[src/rtl/con_run_ctl.sv]
// con_run_ctl: per-channel RUN/START synchronisers, diag function decode,
// microcode state flags and diag readback. Define CON_RUN_STEP_EN for single-step.
module con_run_ctl #(
  parameter int NCH        = 2,
  parameter int SYNC_DEPTH = 3,
  parameter int NSTATE     = 4
) (
  input  logic                clk,
  input  logic                MR_RESET,
  input  logic                DIAG_CTL_FUNC_01x,
  input  logic [2:0]          DIAG_DS,
  input  logic [2:0]          DIAG_CH,
  input  logic [NCH-1:0]      HALT,
  input  logic                COND_EBOX_STATE,
  input  logic [2*NSTATE-1:0] MAGIC,
  input  logic                DIAG_READ,
  input  logic [2:0]          DIAG_SEL,
  output logic [NCH-1:0]      RUN,
  output logic [NCH-1:0]      START,
  output logic                IR_STROBE,
  output logic                DRAM_STROBE,
  output logic [NSTATE-1:0]   UCODE_STATE,
  output logic [7:0]          DIAG_DATA
);

  typedef enum logic [2:0] {
    DS_CLR_RUN    = 3'b000,
    DS_SET_RUN    = 3'b001,
    DS_CONTINUE   = 3'b010,
    DS_STEP       = 3'b011,
    DS_IR_STROBE  = 3'b100,
    DS_DRAM_STROBE= 3'b101,
    DS_NOP_6      = 3'b110,
    DS_NOP_7      = 3'b111
  } diag_ds_e;

  diag_ds_e ds;
  logic [NCH-1:0] ch_hit, clr, set_run, cont, step, fire, done;
  logic [NCH-1:0] run_l, pend, step_l;
  logic [NCH-1:0] run_nxt, pend_nxt;
  logic [NCH-1:0][SYNC_DEPTH-1:0] rsync, psync;
  logic [SYNC_DEPTH:0] tap;
  logic [NSTATE-1:0] ucode_nxt;
  logic [7:0] rd;

  always_comb begin
    ds       = diag_ds_e'(DIAG_DS);
    ch_hit   = '0;
    clr      = '0;
    set_run  = '0;
    cont     = '0;
    step     = '0;
    fire     = '0;
    done     = '0;
    run_nxt  = '0;
    pend_nxt = '0;
    RUN      = '0;
    tap      = '0;
    for (int unsigned i = 0; i < NCH; i++) begin
      // Channel numbers >= NCH never match, so out-of-range selects are no-ops.
      ch_hit[i]  = DIAG_CTL_FUNC_01x && (DIAG_CH == 3'(i));
      clr[i]     = (ch_hit[i] && ds == DS_CLR_RUN) || HALT[i];
      set_run[i] = ch_hit[i] && ds == DS_SET_RUN;
      cont[i]    = ch_hit[i] && ds == DS_CONTINUE;
`ifdef CON_RUN_STEP_EN
      step[i]    = ch_hit[i] && ds == DS_STEP;
`endif
      // Fire one edge ahead of the chain output rising, so START is registered
      // and pend/step can clear on the same edge START asserts.
      tap        = {psync[i], pend[i]};
      fire[i]    = tap[SYNC_DEPTH-1] && !tap[SYNC_DEPTH];
      done[i]    = fire[i] && step_l[i];
      RUN[i]     = rsync[i][SYNC_DEPTH-1];
      if (clr[i])                     run_nxt[i] = 1'b0;
      else if (set_run[i] || step[i]) run_nxt[i] = 1'b1;
      else if (done[i])               run_nxt[i] = 1'b0;
      else                            run_nxt[i] = run_l[i];
      pend_nxt[i] = cont[i] || step[i] || (pend[i] && !fire[i]);
    end
  end

  always_comb begin
    ucode_nxt = '0;
    for (int unsigned i = 0; i < NSTATE; i++) begin
      ucode_nxt[i] = (MAGIC[2*i+1] | MAGIC[2*i]) & (UCODE_STATE[i] | MAGIC[2*i+1]);
    end
  end

  always_ff @(posedge clk) begin
    if (MR_RESET) begin
      run_l       <= '0;
      pend        <= '0;
      rsync       <= '0;
      psync       <= '0;
      START       <= '0;
      IR_STROBE   <= 1'b0;
      DRAM_STROBE <= 1'b0;
      UCODE_STATE <= '0;
    end else begin
      run_l       <= run_nxt;
      pend        <= pend_nxt;
      START       <= fire;
      for (int unsigned i = 0; i < NCH; i++) begin
        rsync[i] <= SYNC_DEPTH'({rsync[i], run_l[i]});
        // Gap the chain input on fire so a same-edge re-arm still makes a new edge.
        psync[i] <= SYNC_DEPTH'({psync[i], pend[i] & ~fire[i]});
      end
      IR_STROBE   <= DIAG_CTL_FUNC_01x && ds == DS_IR_STROBE;
      DRAM_STROBE <= DIAG_CTL_FUNC_01x && ds == DS_DRAM_STROBE;
      if (COND_EBOX_STATE) UCODE_STATE <= ucode_nxt;
    end
  end

`ifdef CON_RUN_STEP_EN
  logic [NCH-1:0] step_nxt;

  always_comb begin
    step_nxt = '0;
    for (int unsigned i = 0; i < NCH; i++) begin
      if (clr[i])       step_nxt[i] = 1'b0;
      else if (step[i]) step_nxt[i] = 1'b1;
      else if (done[i]) step_nxt[i] = 1'b0;
      else              step_nxt[i] = step_l[i];
    end
  end

  always_ff @(posedge clk) begin
    if (MR_RESET) step_l <= '0;
    else          step_l <= step_nxt;
  end
`else
  assign step_l = '0;
`endif

  always_comb begin
    case (DIAG_SEL)
      3'd0:    rd = 8'(RUN);
      3'd1:    rd = 8'(pend);
      3'd2:    rd = 8'(run_l);
      3'd3:    rd = 8'(UCODE_STATE);
      3'd4:    rd = 8'({step_l, HALT});
      default: rd = '0;
    endcase
    DIAG_DATA = DIAG_READ ? rd : '0;
  end

endmodule

[config.mk]
export PLATFORM = sky130hd
export DESIGN_NAME = con_run_ctl
export DESIGN_NICKNAME = d
export VERILOG_FILES = /design/src/rtl/con_run_ctl.sv
export SDC_FILE = /design/constraint.sdc
export NUM_CORES = 1
export LEC_CHECK = 0
export ABC_AREA = 1
export BUFFER_PORTS_ARGS = -buffer_cell sky130_fd_sc_hd__buf_2
export CAP_MARGIN = 15
export CORE_MARGIN = 3
export CORE_UTILIZATION = 40
export CTS_CLUSTER_SIZE = 40
export DETAILED_ROUTE_END_ITERATION = 10
export GPL_ROUTABILITY_DRIVEN = 0
export PLACE_DENSITY = 0.79
export SETUP_SLACK_MARGIN = 0.05
export SYNTH_ARGS = -nofsm -noshare
export SYNTH_HDL_FRONTEND = slang
export SYNTH_SLANG_ARGS = --single-unit
[constraint.sdc]
create_clock -name clk -period 0.8 [get_ports clk]
set_input_delay 0.08 -clock clk [delete_from_list [all_inputs] [get_ports clk]]
set_output_delay 0.08 -clock clk [all_outputs]
set_load 0.1 [all_outputs]
==> run_results.csv, run 1 <==
group,metric,value,unit
run_status,outcome,"complete, but fails checks",
run_status,failed_checks,"negative setup slack",
worst_setup_path,cp_max_fo,2,
worst_setup_path,required,720,ps
global_routing,grt_pass1_wl,4.071,mm
clock_network,clockBufferDepth,2,
timing,max_freq,765.7,MHz
floorplanning,die_x,54.89,um
finish,layout.cells.most_common,"buf_2",
logic_synthesis,postSynthAreaPerCell,7.468,um^2
clock_network,cts.htree.levels,1,
clock_network,root_buffer,"clkbuf_4",
clock_network,clkLatencyLatePin,300,ps
timing,finalCriticalPeriod,1306,ps
power,power.leakage,0.7438,nW
routing,dr.pass1.iters,4,
global_routing,antenna_found_initial,0,
worst_setup_path,end_kind,"primary output",
logic_synthesis,synthCells,128,
global_routing,track_usage,19.22,%
floorplanning,fp-row-count,17,
routing,drc,0,
timing,final-hold-violation-count,0,
worst_setup_path,cp-start-kind,"flop",
clock_network,path_clk_slew,120,ps
clock_network,cts.sinks,24,
timing,hold_ws,5.453,ps
power,p_per_area,1393,nW/um^2
worst_setup_path,crit_type,"reg2out",
timing,finalSetupViolCount,19,
timing,rsz0062_at_grt,"yes",
worst_setup_path,crit_arrival,1230,ps
placement,place_inst,204,
clock_network,cts_tree,"done",
placement,dp_hpwl,1.864,mm
floorplanning,die_h,54.89,um
logic_synthesis,syn_area,955.9,um^2
finish,final_nets,212,
floorplanning,ioPinCount,42,
logic_synthesis,seq_area_frac_synth,50.26,%
hold_path,hold_path_class,"in2reg",
power,max-vdd-ir-drop,1.892,mV
finish,diodes,0,
clock_network,cts_made_buffers,3,
routing,num_vias,1020,
global_routing,grt_max_degree,14,
floorplanning,core_area,2233,um^2
timing,skew,0.6733,ps
finish,fillCellCount,161,
timing,fin_ws,-505.9,ps
logic_synthesis,synth-seq-cells,24,
global_routing,grt_pass1_vias,973,
logic_synthesis,yosysTopAreaCellShare,50.26,%
routing,post_drt_wl_per_cell,12.40,um
placement,io_buffers,37,
routing,ant_nets,0,
logic_synthesis,yosys_warnings,0,
finish,layout_common_cells,"buf_2 (23), nor2_1 (21), inv_1 (14), buf_12 (14), dfxtp_2 (11)",
finish,area_growth,80.76,%
power,power,2.406,mW
floorplanning,die_area,3012,um^2
routing,routed_wl,2.667,mm
logic_synthesis,netlist_top_cells_area,"dfxtp_1 (50%), nor2_1 (13%), inv_1 (6.7%)",
routing,viasPerCell,4.744,
finish,drive_gt1_share,55.61,%
finish,finalNonFillerCells,215,
timing,finalCritPeriodShare,163.2,%
global_routing,overflow,0,
logic_synthesis,synthDistinctLibCells,19,
job,drv_cap,0,
routing,first_iter_violations,19,
timing,maxSlewViolCount,0,
logic_synthesis,yosysTopAreaCell,"dfxtp_1",
floorplanning,start_util,42.80,%
-- synthesized netlist by cell type --
master / n
nor2_1: 32
dfxtp_1: 24
inv_1: 17
nand2_1: 10
nand3_1: 10
buf_4: 6
o21ai_0: 6
a21oi_1: 4
nand4_1: 3
buf_2: 2
inv_2: 2
nor3_1: 2
o21ai_1: 2
o22ai_1: 2
or2_1: 2
conb_1: 1
nand3_2: 1
nand3b_1: 1
nor2_2: 1
-- path summary, 6_finish.rpt --
path,startpoint,endpoint,slack (ps),cells after the start
max,pend[0],DIAG_DATA[0],-510,5
min,MAGIC[3],UCODE_STATE[1],5,3
max reg2reg,psync[1],pend[0],-90,4
min reg2reg,rsync[4],RUN[1],410,2
-- per-layer routing --
layer / share of wire (%) / track usage [%] / vias up
met5: 0 / 0 / -
met4: 2.4 / 9.959 / 0
met3: 5.7 / 4.087 / 9
met2: 54 / 35.63 / 36
met1: 38 / 19.83 / 463
li1: - / - / 512
-- area by class of cell --
class                      instances  area (um^2)  share of cell area [%]
multi-input combinational         80        465.4                   26.94
clock buffer                       4        36.28                   2.100
tap                               28        35.03                   2.028
timing repair buffer              60        610.6                   35.34
inverter                          19        71.32                   4.127
sequential                        24        509.2                   29.47
-- what timing repair did --
| action | CTS | global route |
|---|---|---|
| resized for setup | 21 | 18 |
| pin swaps | 11 | 12 |
| setup buffers | 5 | 4 |
| hold buffers | 5 | 0 |
| endpoints found under the setup margin | 21 | 29 |
| hold endpoints to repair | 5 | 0 |
-- critical path, cell delays in order, from the launching register on --
cell,delay [ps]
dfxtp_2,370
nand3_2,90
o21ai_2,80
nor2_2,60
nor2_4,130
buf_12,180
-- where the power goes --
group,internal (mW),total (mW),switching [mW]
clock,0.278,0.609,0.331
sequential,1.21,1.22,0.0153
combinational,0.202,0.575,0.374
total,1.69,2.41,0.720
-- cell families after synthesis --
| kind of cell | count (synthesis) | synth area share, % |
|---|---|---|
| flip-flops | 24 | 50.26 |
| other | 1 | 0.3923 |
| AO/OA/AOI/OAI | 14 | 7.592 |
| AND/OR/NAND/NOR | 62 | 28.54 |
| buffers and inverters | 27 | 13.22 |
-- registers in the layout, indices dropped and copies added, names as in the netlist --
register     flops
pend             2
rsync            4
psync            6
START            2
IR_STROBE        1
RUN              2
UCODE_STATE      4
DRAM_STROBE      1
run_l            2
-- per-stage QoR --
stage          setup slack [ps]  util, %  TNS [ps]  area (um^2)
6_report                 -505.9    77.37     -3655         1728
3_5_place_dp             -237.2    68.40    -799.8         1528
3_3_place_gp             -167.7    68.40    -552.0         1528
2_1_floorplan            -516.4        -     -1895         1032
5_1_grt                  -574.9    77.37     -4415         1728
4_1_cts                  -486.2    75.97     -3581         1697
Note: power is estimated with default switching activity, not from simulation.
==> run 2, diff against run 1 <==
--- a/config.mk
+++ b/config.mk
@@ -8,12 +8,15 @@
 export ABC_AREA = 1
 export BUFFER_PORTS_ARGS = -buffer_cell sky130_fd_sc_hd__buf_2
 export CAP_MARGIN = 15
+export CELL_PAD_IN_SITES_DETAIL_PLACEMENT = 1
+export CELL_PAD_IN_SITES_GLOBAL_PLACEMENT = 2
 export CORE_MARGIN = 3
-export CORE_UTILIZATION = 40
+export CORE_UTILIZATION = 21
 export CTS_CLUSTER_SIZE = 40
 export DETAILED_ROUTE_END_ITERATION = 10
 export GPL_ROUTABILITY_DRIVEN = 0
 export PLACE_DENSITY = 0.79
+export RECOVER_POWER = 50
 export SETUP_SLACK_MARGIN = 0.05
 export SYNTH_ARGS = -nofsm -noshare
 export SYNTH_HDL_FRONTEND = slang
==> run 2 against run 1 <==
  * The flow still finishes with violations (negative setup slack)
  * First-iteration DRC count increased by 5.3%
  * Critical path type unchanged
  * Highest routed layer unchanged
  * Die area increased by 79%
  * Sequential power about the same
  * Clock power increased by 72%
  * Largest power group unchanged
  * Register-to-register slack got worse by 20 ps
==> run_results.csv, run 2 (synthesized netlist as in run 1, its figures left out) <==
group,metric,value,unit
clock_network,path_clk_slew,90,ps
finish,layout_common_cells,"buf_2 (22), nor2_1 (19), buf_12 (14)",
global_routing,antenna_found_initial,0,
floorplanning,core_area,4202,um^2
placement,io_buffers,37,
finish,top_register,"psync",
routing,viasPerCell,4.228,
power,max-vdd-ir-drop,0.7532,mV
job,drv_cap,0,
routing,dr.pass1.iters,4,
timing,finalCritPeriodShare,151.9,%
global_routing,use_met1,12.30,%
run_status,failed_checks,"negative setup slack",
timing,maxSlewViolCount,0,
finish,diodes,0,
worst_setup_path,cp-start-kind,"flop",
hold_path,hold_path_class,"in2reg",
worst_setup_path,end_kind,"primary output",
placement,dp_hpwl,2.180,mm
floorplanning,die_h,73.47,um
timing,finalSetupTns,-2857,ps
power,power.leakage,0.7320,nW
global_routing,track_usage,11.08,%
routing,ant_nets,0,
global_routing,grt_util_met3,2.736,%
finish,reg.largest.list,"psync (6), UCODE_STATE (4), rsync (4)",
run_status,outcome,"complete, but fails checks",
routing,num_vias,981,
clock_network,cts_tree,"done",
global_routing,globalRouteMet2Util,19.69,%
floorplanning,ioPinCount,42,
floorplanning,die_x,73.47,um
clock_network,root_buffer,"clkbuf_8",
finish,drive_gt1_share,58.24,%
floorplanning,die_area,5398,um^2
worst_setup_path,required,720,ps
finish,final_cell_area,1738,um^2
placement,dpl_cell_area,1533,um^2
global_routing,top_usage_layer,"met2",
clock_network,cts.htree.levels,1,
finish,area_growth,81.81,%
placement,dp_worst_setup_slack,-240.1,ps
power,power_frac_clock,37.4,%
power,p_per_area,1618,nW/um^2
global_routing,overflow,0,
power,switching_share,27.04,%
finish,layout.cells.most_common,"buf_2",
finish,final_nets,207,
clock_network,cts.sinks,24,
clock_network,clkLatencyLatePin,270,ps
global_routing,grt_pass1_vias,1106,
finish,largest_reg_flops,6,
finish,final_util,41.36,%
clock_network,clockBufferDepth,2,
timing,skew,5.413,ps
clock_network,cts_made_buffers,3,
power,p_int,2.052,mW
timing,finalSetupViolCount,19,
timing,max_freq,822.8,MHz
timing,rsz0062_at_grt,"yes",
routing,post_drt_wl_per_cell,12.15,um
power,seqPwrFrac,43.4,%
timing,finalCriticalPeriod,1215,ps
worst_setup_path,crit_arrival,1140,ps
routing,first_iter_violations,20,
floorplanning,fp-row-count,23,
floorplanning,start_util,22.75,%
timing,fin_ws,-415.4,ps
routing,drc,0,
routing,routed_wl,2.819,mm
power,combPwrFrac,19.2,%
power,p_sw,760.5,uW
global_routing,grt_max_degree,15,
worst_setup_path,crit_type,"reg2out",
timing,final-hold-violation-count,0,
global_routing,grt_pass1_wl,4.643,mm
worst_setup_path,cp_max_fo,2,
## run 2: final timing paths
check             start      endpoint  slack, ps  cells past startpoint
max              RUN[1]  DIAG_DATA[1]       -420                      5
min          DIAG_DS[0]     IR_STROBE          1                      2
max reg2reg    psync[4]       pend[1]       -110                      4
min reg2reg    rsync[4]        RUN[1]        410                      2
## run 2: stage by stage
stage	power [mW]	hold slack (ps)	cells
after detailed placement	1.759	290.3	223
after global routing	2.940	2.647	232
after global placement	1.749	287.6	223
after floorplan	1.566	149.4	131
after CTS	2.827	-1.229	234
final	2.813	1.211	232
## run 2: critical path, cell delays in order, from the launching register on
cell and delay [ps]:
dfxtp_2 350, nand3_1 80, nand3_1 100, nor2_2 50, nor2_4 100, buf_12 180
## run 2: what timing repair did
| action | in CTS | in global routing |
|---|---|---|
| endpoints found under the setup margin | 20 | 29 |
| cloned | 0 | 0 |
| hold endpoints to repair | 1 | 0 |
| buffers inserted | 8 | 1 |
| pin swaps | 10 | 7 |
| resized for setup | 13 | 23 |
## run 2: area by class of cell
type	count	area, um^2
Timing Repair Buffer	55	551.8
Clock inverter	1	30.03
Sequential cell	24	510.5
Inverter	19	71.32
Multi-Input combinational cell	80	470.5
Fill cell	493	2464
Tap cell	50	62.56
Clock buffer	3	41.29
## run 2: power groups by stage
| stage | registers, mW | logic [mW] | clock network [mW] |
|---|---|---|---|
| 6_report | 1.22 | 0.541 | 1.05 |
| 5_1_grt | 1.22 | 0.575 | 1.14 |
| 4_1_cts | 1.22 | 0.531 | 1.08 |
| 3_5_place_dp | 1.25 | 0.507 | 0 |
| 3_3_place_gp | 1.25 | 0.497 | 0 |
| 2_1_floorplan | 1.35 | 0.214 | 0 |
## run 2: layer usage
| layer | vias up | wire length, um |
|---|---|---|
| met5 | - | 0 |
| met4 | 0 | 55 |
| met3 | 6 | 209 |
| met2 | 39 | 1428 |
| met1 | 440 | 1125 |
| li1 | 496 | - |
==> run 3, diff against run 2 <==
--- a/config.mk
+++ b/config.mk
@@ -15,6 +15,7 @@
 export CTS_CLUSTER_SIZE = 40
 export DETAILED_ROUTE_END_ITERATION = 10
 export GPL_ROUTABILITY_DRIVEN = 0
+export HOLD_SLACK_MARGIN = 0.02
 export PLACE_DENSITY = 0.79
 export RECOVER_POWER = 50
 export SETUP_SLACK_MARGIN = 0.05
==> constraint.sdc (replaced) <==
create_clock -name clk -period 0.8 [get_ports clk]
set_input_delay 0.12 -clock clk [delete_from_list [all_inputs] [get_ports clk]]
set_output_delay 0.12 -clock clk [all_outputs]
set_load 0.1 [all_outputs]
==> run 3 against run 2 <==
  * The run still ends with negative setup slack left
  * Clock power barely moved
  * Final cell count increased by 0.86%
  * Combinational power increased by 2%
  * Sequential share of layout area down 0.19 points
  * Critical path type unchanged
  * Critical path depth unchanged
  * Register-to-register slack better by 20 ps
  * Largest cell class unchanged
  * Largest power group unchanged
  * Global-route usage shrank 0.72 points
  * Hold slack better by 56 ps
  * Setup slack got worse by 52 ps
==> run_results.csv, run 3 (synthesized netlist as in run 1, its figures left out) <==
group,metric,value,unit
timing,hold_ws,57.28,ps
finish,reg.largest.list,"psync (6), UCODE_STATE (4), rsync (4)",
global_routing,grt_max_degree,15,
worst_setup_path,end_kind,"primary output",
finish,area_growth,82.98,%
routing,ant_nets,0,
timing,finalCritPeriodShare,158.5,%
clock_network,holdBufCountCts,0,
finish,layout.cells.most_common,"nor2_1",
finish,top_register,"psync",
global_routing,overflow,0,
timing,finalSetupTns,-3419,ps
timing,final-hold-violation-count,0,
timing,maxSlewViolCount,0,
timing,max_freq,788.8,MHz
clock_network,root_buffer,"clkbuf_8",
worst_setup_path,crit_type,"reg2out",
routing,viasPerCell,4.239,
routing,drc,0,
job,drv_cap,0,
placement,dp_hpwl,2.243,mm
finish,diodes,0,
timing,finalCriticalPeriod,1268,ps
finish,final_util,41.63,%
floorplanning,fp-row-count,23,
routing,num_vias,992,
worst_setup_path,required,680,ps
routing,post_drt_wl_per_cell,12.24,um
finish,layout_common_cells,"nor2_1 (23), buf_2 (22), buf_12 (14)",
clock_network,cts_tree,"done",
finish,final_nets,209,
global_routing,track_usage,10.36,%
routing,dr.pass1.iters,4,
clock_network,cts.sinks,24,
global_routing,grt_pass1_vias,1009,
clock_network,path_clk_slew,80,ps
worst_setup_path,crit_arrival,1150,ps
placement,io_buffers,37,
run_status,failed_checks,"negative setup slack",
worst_setup_path,cp_max_fo,2,
finish,largest_reg_flops,6,
floorplanning,core_area,4202,um^2
power,p_per_area,1611,nW/um^2
clock_network,cts.htree.levels,1,
clock_network,cts_made_buffers,3,
clock_network,clkLatencyLatePin,260,ps
floorplanning,die_area,5398,um^2
hold_path,hold_path_class,"in2reg",
power,power.leakage,0.7480,nW
run_status,outcome,"complete, but fails checks",
floorplanning,die_x,73.47,um
routing,first_iter_violations,25,
floorplanning,die_h,73.47,um
floorplanning,ioPinCount,42,
clock_network,clockBufferDepth,2,
routing,routed_wl,2.863,mm
global_routing,grt_pass1_wl,4.429,mm
timing,fin_ws,-467.7,ps
timing,rsz0062_at_grt,"yes",
placement,dp_worst_setup_slack,-337.6,ps
power,max-vdd-ir-drop,0.8088,mV
floorplanning,start_util,22.75,%
timing,finalSetupViolCount,20,
finish,drive_gt1_share,57.07,%
worst_setup_path,cp-start-kind,"flop",
timing,skew,1.952,ps
global_routing,antenna_found_initial,0,
run 3: cell types whose count changed in the layout (fill, tap and decap cells not counted), moves of 2 or more:
| cell | delta |
|---|---|
| buf_4 | -2 |
| nor2_1 | +4 |
| buf_6 | +2 |
| nor2_2 | -4 |
run 3: per-layer routing:
layer  part of all wire (%)  up-vias  global-route usage, %
met1                     39      451                  11.99
met4                   0.52        0                  3.018
met5                      0        -                      0
met2                     53       36                  19.09
met3                    7.9        2                  1.915
li1                       -      503                      -
run 3: report_power, final:
group / switching [mW] / internal, mW / total (mW)
registers: 0.0162 / 1.21 / 1.22
logic: 0.366 / 0.184 / 0.550
clock network: 0.377 / 0.669 / 1.05
run 3: repair_timing:
item | CTS | global route
buffers inserted | 1 | 6
setup endpoints to repair | 23 | 25
cloned | 0 | 0
pin swaps | 8 | 8
gates resized for setup | 14 | 23
run 3: worst max-delay path, stage by stage (launching register included):
cell     delay [ps]
dfxtp_4         360
inv_2            40
o21ai_2         150
nor2_4           60
nor2_4           90
buf_12          180
run 3: through the flow:
step | std cells | total power, mW | area (um^2)
floorplan | 131 | 1.566 | 1032
global placement | 225 | 1.758 | 1548
detailed placement | 225 | 1.771 | 1548
CTS | 229 | 2.838 | 1650
global route | 234 | 2.958 | 1749
finish | 234 | 2.818 | 1749
run 3: worst paths after layout:
check,startpoint,endpoint,slack (ps),cells after the start
worst max-delay path,UCODE_STATE[1],DIAG_DATA[1],-470,5
worst max register to register,psync[4],pend[1],-90,4
worst min-delay path,DIAG_DS[0],IR_STROBE,60,2
worst min register to register,rsync[1],RUN[0],400,2
run 3: layout make-up:
class	count	area (um^2)
clock inverters	1	30.03
repair buffers	57	570.5
well taps	50	62.56
clock buffers	3	41.29
inverters	19	71.32
multi-input cells	80	462.9
fillers	495	2452
flip-flops and latches	24	510.5
